[src/rtl/muldiv_pkg.sv]
// muldiv_pkg: shared op/state encodings and constants for the multiply/divide unit
package muldiv_pkg;
  localparam int ITER_COUNT = 32;
  typedef enum logic [2:0] {
    OP_MULTU = 3'b000,
    OP_MULT  = 3'b001,
    OP_DIVU  = 3'b010,
    OP_DIV   = 3'b011,
    OP_MTHI  = 3'b100,
    OP_MTLO  = 3'b101,
    OP_NOP0  = 3'b110,
    OP_NOP1  = 3'b111
  } op_t;
  typedef enum logic [1:0] {S_IDLE, S_MUL, S_DIV, S_FIX} state_t;
  function automatic logic [31:0] mag(input logic [31:0] v, input logic s);
    return s ? -v : v;
  endfunction
endpackage

[src/rtl/muldiv_unit.sv]
// muldiv_unit: iterative 32-bit shift-add multiplier and restoring divider with HI/LO
module muldiv_unit
  import muldiv_pkg::*;
(
  input  logic        clk,
  input  logic        reset,
  input  logic        start,
  input  logic [2:0]  op,
  input  logic [31:0] a,
  input  logic [31:0] b,
  output logic        busy,
  output logic        done,
  output logic [31:0] hi,
  output logic [31:0] lo
);
  state_t state, state_nx;
  op_t opc;
  logic [4:0] cnt;
  logic [63:0] acc, prod;
  logic [31:0] opb, quo, rem;
  logic [32:0] add_x, add_y, sum;
  logic is_div, sgn, sa, sb, last, neg, dz, go, sa_n, sb_n;
  assign opc = op_t'(op);
  assign last = cnt == 5'(ITER_COUNT - 1);
  assign go = start && state == S_IDLE;
  assign sa_n = op[0] & a[31];
  assign sb_n = op[0] & b[31];
  assign neg = sgn & (sa ^ sb);
  assign dz = opb == 32'd0;
  assign prod = neg ? -acc : acc;
  assign quo = (neg && !dz) ? -acc[31:0] : acc[31:0];
  assign rem = sa ? -acc[63:32] : acc[63:32];
  always_ff @(posedge clk) begin
    if (reset) state <= S_IDLE;
    else state <= state_nx;
  end
  always_comb begin
    state_nx = state;
    case (state)
      S_IDLE: if (start) state_nx = (opc == OP_MULTU || opc == OP_MULT) ? S_MUL :
                                    (opc == OP_DIVU || opc == OP_DIV) ? S_DIV : S_IDLE;
      S_MUL, S_DIV: if (last) state_nx = S_FIX;
      default: state_nx = S_IDLE;
    endcase
  end
  always_comb begin
    busy = state != S_IDLE;
  end
  // One adder: multiply adds the multiplicand, divide subtracts the divisor from the shifted remainder
  always_comb begin
    add_x = is_div ? acc[63:31] : {1'b0, acc[63:32]};
    add_y = is_div ? ~{1'b0, opb} : {1'b0, acc[0] ? opb : 32'd0};
    sum = add_x + add_y + {32'd0, is_div};
  end
  always_ff @(posedge clk) begin
    if (reset) begin
      cnt <= '0;
      acc <= '0;
      opb <= '0;
      is_div <= 1'b0;
      sgn <= 1'b0;
      sa <= 1'b0;
      sb <= 1'b0;
      hi <= '0;
      lo <= '0;
      done <= 1'b0;
    end else begin
      done <= 1'b0;
      if (go) begin
        if (opc == OP_MTHI) hi <= a;
        if (opc == OP_MTLO) lo <= a;
        if (!op[2]) begin
          sgn <= op[0];
          sa <= sa_n;
          sb <= sb_n;
          is_div <= op[1];
          cnt <= '0;
          acc <= {32'd0, op[1] ? mag(a, sa_n) : mag(b, sb_n)};
          opb <= op[1] ? mag(b, sb_n) : mag(a, sa_n);
        end
      end else if (state == S_MUL || state == S_DIV) begin
        cnt <= cnt + 5'd1;
        acc <= is_div ? {sum[32] ? acc[62:31] : sum[31:0], acc[30:0], ~sum[32]} : {sum, acc[31:1]};
      end else if (state == S_FIX) begin
        done <= 1'b1;
        hi <= is_div ? rem : prod[63:32];
        lo <= is_div ? quo : prod[31:0];
      end
    end
  end
endmodule

[config.mk]
export PLATFORM = sky130hd
export DESIGN_NAME = muldiv_unit
export DESIGN_NICKNAME = d
export VERILOG_FILES = /design/src/rtl/muldiv_pkg.sv /design/src/rtl/muldiv_unit.sv
export SDC_FILE = /design/constraint.sdc
export NUM_CORES = 1
export LEC_CHECK = 0
export ABC_AREA = 1
export CORE_AREA = 2 2 245 199
export DETAILED_ROUTE_END_ITERATION = 10
export DIE_AREA = 0 0 247 201
export GPL_ROUTABILITY_DRIVEN = 0
export HOLD_SLACK_MARGIN = 0.08
export PLACE_DENSITY_LB_ADDON = 0.08
export SYNTH_ARGS = -nofsm -noshare
export SYNTH_HDL_FRONTEND = slang
export SYNTH_SLANG_ARGS = --single-unit
[constraint.sdc]
create_clock -name clk -period 3.3 [get_ports clk]
set_input_delay 0.33 -clock clk [delete_from_list [all_inputs] [get_ports clk]]
set_output_delay 0.33 -clock clk [all_outputs]
set_load 0.01 [all_outputs]
**Word level (Yosys, flattened, before mapping)**

Cells that the tools add are included.
W data, S select, Z words.

- Bitwise gates (word level): 7
- Div/mod/pow operators: 0
- Equal/unequal tests: 15
- Shift-type cells: 0
- $mul: 0
- Order comparisons: 0
- Add/sub/neg operators: 8
- Reductions and logical operators: 19
- Muxes and demuxes: 34

Operators with widths:

| kind | count |
|---|---|
| $mux W32 | 18 |
| $mux W64 | 5 |
| $neg A32 Y32 | 4 |
| $mux W33 | 2 |
| $neg A64 Y64 | 1 |
| $add A33 B1 Y33 | 1 |
| $add A33 B33 Y33 | 1 |
| $not A32 Y33 | 1 |
| $logic_not A32 Y1 | 1 |
| $mux W5 | 3 |
| $mux W2 | 4 |
| $ne A2 B2 Y1 const B | 4 |
| $eq A3 B2 Y1 const B | 2 |
| $eq A3 B3 Y1 const B | 2 |
| $reduce_and A2 Y1 | 3 |
| $reduce_and A3 Y1 | 2 |
| $reduce_bool A2 Y1 | 3 |
| $add A5 B1 Y5 const B | 1 |
| $eq A5 B5 Y1 const B | 1 |
| $eq A2 B2 Y1 const B | 2 |
| $ne A2 B1 Y1 const B | 2 |
| $pmux W2 S2 | 1 |
| $and A1 B1 Y1 | 3 |
| $eq A3 B1 Y1 const B | 1 |
| 11 further kinds | 15 |

- Register bits: 172
- Memory bits (read-only): 0
- Memories: 0
- Output and inout bits: 66
- Latch bits: 0
- Bits in writable memories: 0

**Longest topological paths before layout**

- Word-level depth: 8
- Gate-level depth with buffers: 27

**Worst setup path before layout**

No wires, ideal clock.

- Path type: reg-to-reg
- From: register is_div
- To: register acc[53]
- Cell stages (with the launch flop): 27
- Buffers on the path: 6
- Data arrival time: 3.429 ns
- Path slack: -0.263 ns
- Library setup time: 0.133 ns
- Cell sequence: dfxtp_1 > buf_2 > inv_1 > buf_2 > buf_2 > buf_2 > buf_1 > nand3_1 > o21ai_0 > fa_1 > inv_1 > fa_1 > inv_1 > nand2_1 > nand2_1 > nand3_1 > nand2_2 > nand2_1 > nand2_2 > nand2_4 > nand3_1 > nand2_4 > buf_6 > nand2_1 > nand3_1 > nand2_1 > a21oi_2

- Word-level cells in the longest chain between the ends: 7

RTL lines:

| what | RTL line | RTL |
|---|---|---|
| from (decl) | muldiv_unit.sv:22 | `logic is_div, sgn, sa, sb, last, neg, dz, go, sa_n, sb_n;` |
| from (signal assigned) | muldiv_unit.sv:76 | `is_div <= op[1];` |
| $mux W33 (on tied branches) | muldiv_unit.sv:51, muldiv_unit.sv:52 |  |
| $add A33 B33 Y33 | muldiv_unit.sv:53 | `sum = add_x + add_y + {32'd0, is_div};` |
| $add A33 B1 Y33 | muldiv_unit.sv:53 |  |
| $mux W32 | muldiv_unit.sv:83 | `acc <= is_div ? {sum[32] ? acc[62:31] : sum[31:0], acc[30:0], ~sum[32]} : {sum, acc[31:1]};` |
| $mux W64 (*) | muldiv_unit.sv:83 |  |
| $mux W64 (*) | muldiv_unit.sv:81 | `end else if (state == S_MUL \|\| state == S_DIV) begin` |
| $mux W64 (*) | muldiv_unit.sv:69 | `if (go) begin` |
| to (signal assigned) | muldiv_unit.sv:78 | `acc <= {32'd0, op[1] ? mag(a, sa_n) : mag(b, sb_n)};` |
| to (signal assigned) | muldiv_unit.sv:83 |  |
| to (decl) | muldiv_unit.sv:19 | `logic [63:0] acc, prod;` |

Mark *: on every way between the ends. The rest lies on a longest branch, timed or not. The select of a mux whose other input is x is not followed.
A chain may end at the register's enable or synchronous reset.

**Worst setup path in the final report**

- From: register is_div
- To: register acc[55]

The elaborated chain is that of the path after synthesis.

==> flow_summary.json <==
{
  "status": "completed",
  "place_area_mm2": 0.0187,
  "max_stage_delay_ns": 0.49,
  "crit_start": "is_div$_SDFFE_PP0P_",
  "netlist_instances": 2971,
  "dp_cells": 3685,
  "clk_latency_ns": 0.47,
  "synth_top_cell_area_share": 0.210,
  "cp_max_fo": 43,
  "num_io_pins": 136,
  "cts_root_buf": "clkbuf_16",
  "num_antenna_cells": 0,
  "hp-start": "cnt[4]$_SDFFE_PP0P_",
  "p_leak_uw": 0.00929,
  "power.density_mw_per_mm2": 567,
  "yosysMostFrequentCell": "nand2_1",
  "area_growth_syn_to_layout_pct": 18.6,
  "yosys_warnings": 0,
  "synthDistinctLibCells": 50,
  "ctsLongestPathBuffers": 2,
  "yosys.area.top_type": "dfxtp_1",
  "crit_path_frequent_cell": "nand2_1",
  "yosys-top-cells-area": "dfxtp_1, nand2_1, nand3_1",
  "grt.overflow.total": 0,
  "tightest_slew_ns": 0.852,
  "fin_cells": 3720,
  "ant_nets": 0,
  "maxCapViolCount": 0,
  "critPathKind": "flip-flop to flip-flop",
  "finClkSkew_ns": 0.0160,
  "crit_path_top_delay_cell": "o21ai_0",
  "vdd_drop_max_mv": 0.429,
  "fillers": 5190,
  "antenna_found_initial": 0,
  "ys_ff_latch": 172,
  "synth_fp_nets": 3083,
  "worstPathCellList": "buf_16 -> o21ai_0 -> ha_1 -> inv_1 -> nand2_1 -> nand3_1 -> nand2_1 -> buf_4 -> nand3_1 -> nand4_1 -> nand2_1 -> nand2_1 -> nand3_1 -> nand2_1 -> a21oi_1",
  "r2r_slack_ns": 0.25,
  "holdBufCountCts": 0,
  "rsz0062_at_grt": "no",
  "syn_avg_cell_area_um2": 5.51,
  "die_w_um": 247,
  "slew_viol_final": 0,
  "final_area_mm2": 0.0194,
  "vias": 20007,
  "setup_tns_ns": 0,
  "clock.fmax_ghz": 0.328,
  "multiInputGateArea_mm2": 0.0109,
  "crit_path_end_kind": "flip-flop",
  "seq_area_mm2": 0.00345,
  "synth_ff_type": "dfxtp_1",
  "htreeDepth": 4,
  "synth_edf_count": 0,
  "setup_violations": 0,
  "syn-cell-area_mm2": 0.0164,
  "cp.arrival_ns": 3.45,
  "min_period_over_period": 0.924,
  "slew_headroom": 0.432,
  "grt_pass1_wl_um": 108000,
  "fp.dieH_um": 201,
  "required_ns": 3.70,
  "dp_hpwl_um": 58300,
  "path_clk_slew_ns": 0.08,
  "hold_viol_final": 0,
  "cts_inserted_buffers": 17,
  "r2r_start": "is_div$_SDFFE_PP0P_",
  "dieArea_mm2": 0.0496,
  "hold_path_class": "flip-flop to flip-flop",
  "wl_um": 73700,
  "ys_async_sr_fraction": 0,
  "drt_first_pass_iters": 6,
  "initial_utilization": 0.345,
  "core_mm2": 0.0475,
  "cts_tree": "built",
  "start_kind": "flip-flop",
  "wl_per_cell_um": 19.8,
  "drive_above_1_share": 0.0673,
  "num_rows": 72,
  "drc": 0,
  "drt_iter0_drc": 2500,
  "grt_max_degree": 120,
  "nets": 3190,
  "synth-seq-area-share": 0.210,
  "grt_pass1_vias": 17455,
  "track_usage": 0.289,
  "yosys-top-cells-count": "nand2_1, inv_1, nor2_1, nand3_1, o21ai_0",
  "clkSinkCount": 172,
  "layout_min_cycle_time_ns": 3.05,
  "port-buffer-count": 135,
  "viasPerCell": 5.38
}
## cell families after synthesis
| group | share of synthesized area |
|---|---|
| buffers and inverters | 0.127 |
| xor gates and xnor gates | 0.0294 |
| DFF | 0.210 |
| and+or+nand+nor | 0.413 |
| AOI/OAI and AO/OA | 0.187 |
| adders and majority gates | 0.0330 |
## worst max-delay path: cells and delay by family (launching register included)
family	cells	cell delay, ns
compound gates	2	0.61
fa+ha+maj	1	0.41
buf+inv	3	0.50
flops	1	0.39
simple gates	9	1.05
## sequential cells by signal, summed over array words and instances, names as in the netlist, 2 cells and up
| register | flops |
|---|---|
| acc | 64 |
| cnt | 5 |
| hi | 32 |
| lo | 32 |
| opb | 32 |
| state | 2 |
## report_power, final
group | switching, uW | internal [uW]
logic | 3990 | 1890
clock network | 1010 | 1290
registers | 432 | 2400
total | 5430 | 5580
## final timing paths
check | end | depth (start not counted)
worst max-delay path | acc[55]$_SDFFE_PP0P_ | 15
worst min-delay path | cnt[4]$_SDFFE_PP0P_ | 2
worst max register to register | acc[55]$_SDFFE_PP0P_ | 15
worst min register to register | cnt[4]$_SDFFE_PP0P_ | 2
## metal layers
| layer | vias to the layer above | global-route usage | share of wire |
|---|---|---|---|
| met5 | - | 0 | 0 |
| li1 | 9803 | - | - |
| met3 | 68 | 0.0647 | 0.11 |
| met4 | 0 | 0.0643 | 0.022 |
| met1 | 9156 | 0.456 | 0.48 |
| met2 | 980 | 0.386 | 0.39 |
## placed cells by master, fill, tap and decap left out, types with 5 or more instances in the layout
cell type / n
a21oi_1: 176
clkbuf_16: 18
buf_4: 84
nor2_1: 325
inv_1: 381
nor2_2: 11
dfxtp_1: 171
o21ai_1: 10
nor3_1: 31
o211ai_1: 25
nand2_2: 12
o221ai_1: 6
nand2_1: 822
or2_2: 11
a21oi_2: 10
and2_1: 5
nand3_1: 313
o21ai_0: 288
a31oi_1: 22
o21bai_1: 7
and3_1: 5
buf_12: 5
inv_2: 12
o21ai_2: 7
ha_1: 39
xor2_1: 51
nand4_1: 36
nand2_4: 5
clkdlybuf4s50_1: 134
## stage by stage
| step | setup slack (ns) | power (uW) | utilization | hold WS [ns] |
|---|---|---|---|---|
| CTS | 0.0154 | 10800 | 0.407 | 0.477 |
| finish | 0.250 | 11000 | 0.409 | 0.471 |
| floorplan | 0.00962 | 6440 | - | 0.437 |
| global placement | 0.139 | 8470 | 0.394 | 0.455 |
| global route | 0.000101 | 11700 | 0.409 | 0.504 |
| detailed placement | 0.0891 | 8500 | 0.394 | 0.467 |
## area by class of cell
cell class	instances	share of cell area
clock inverters	13	0.0106
inverters	398	0.0771
clock buffers	19	0.0223
flip-flops and latches	172	0.178
multi-input cells	2262	0.562
repair buffers	227	0.110
well taps	629	0.0405
## repair_timing
item                       in CTS  in global routing
setup buffers                   0                  2
resized for setup               0                 19
setup endpoints to repair       0                 33
Power figures use the tool's default switching activity.
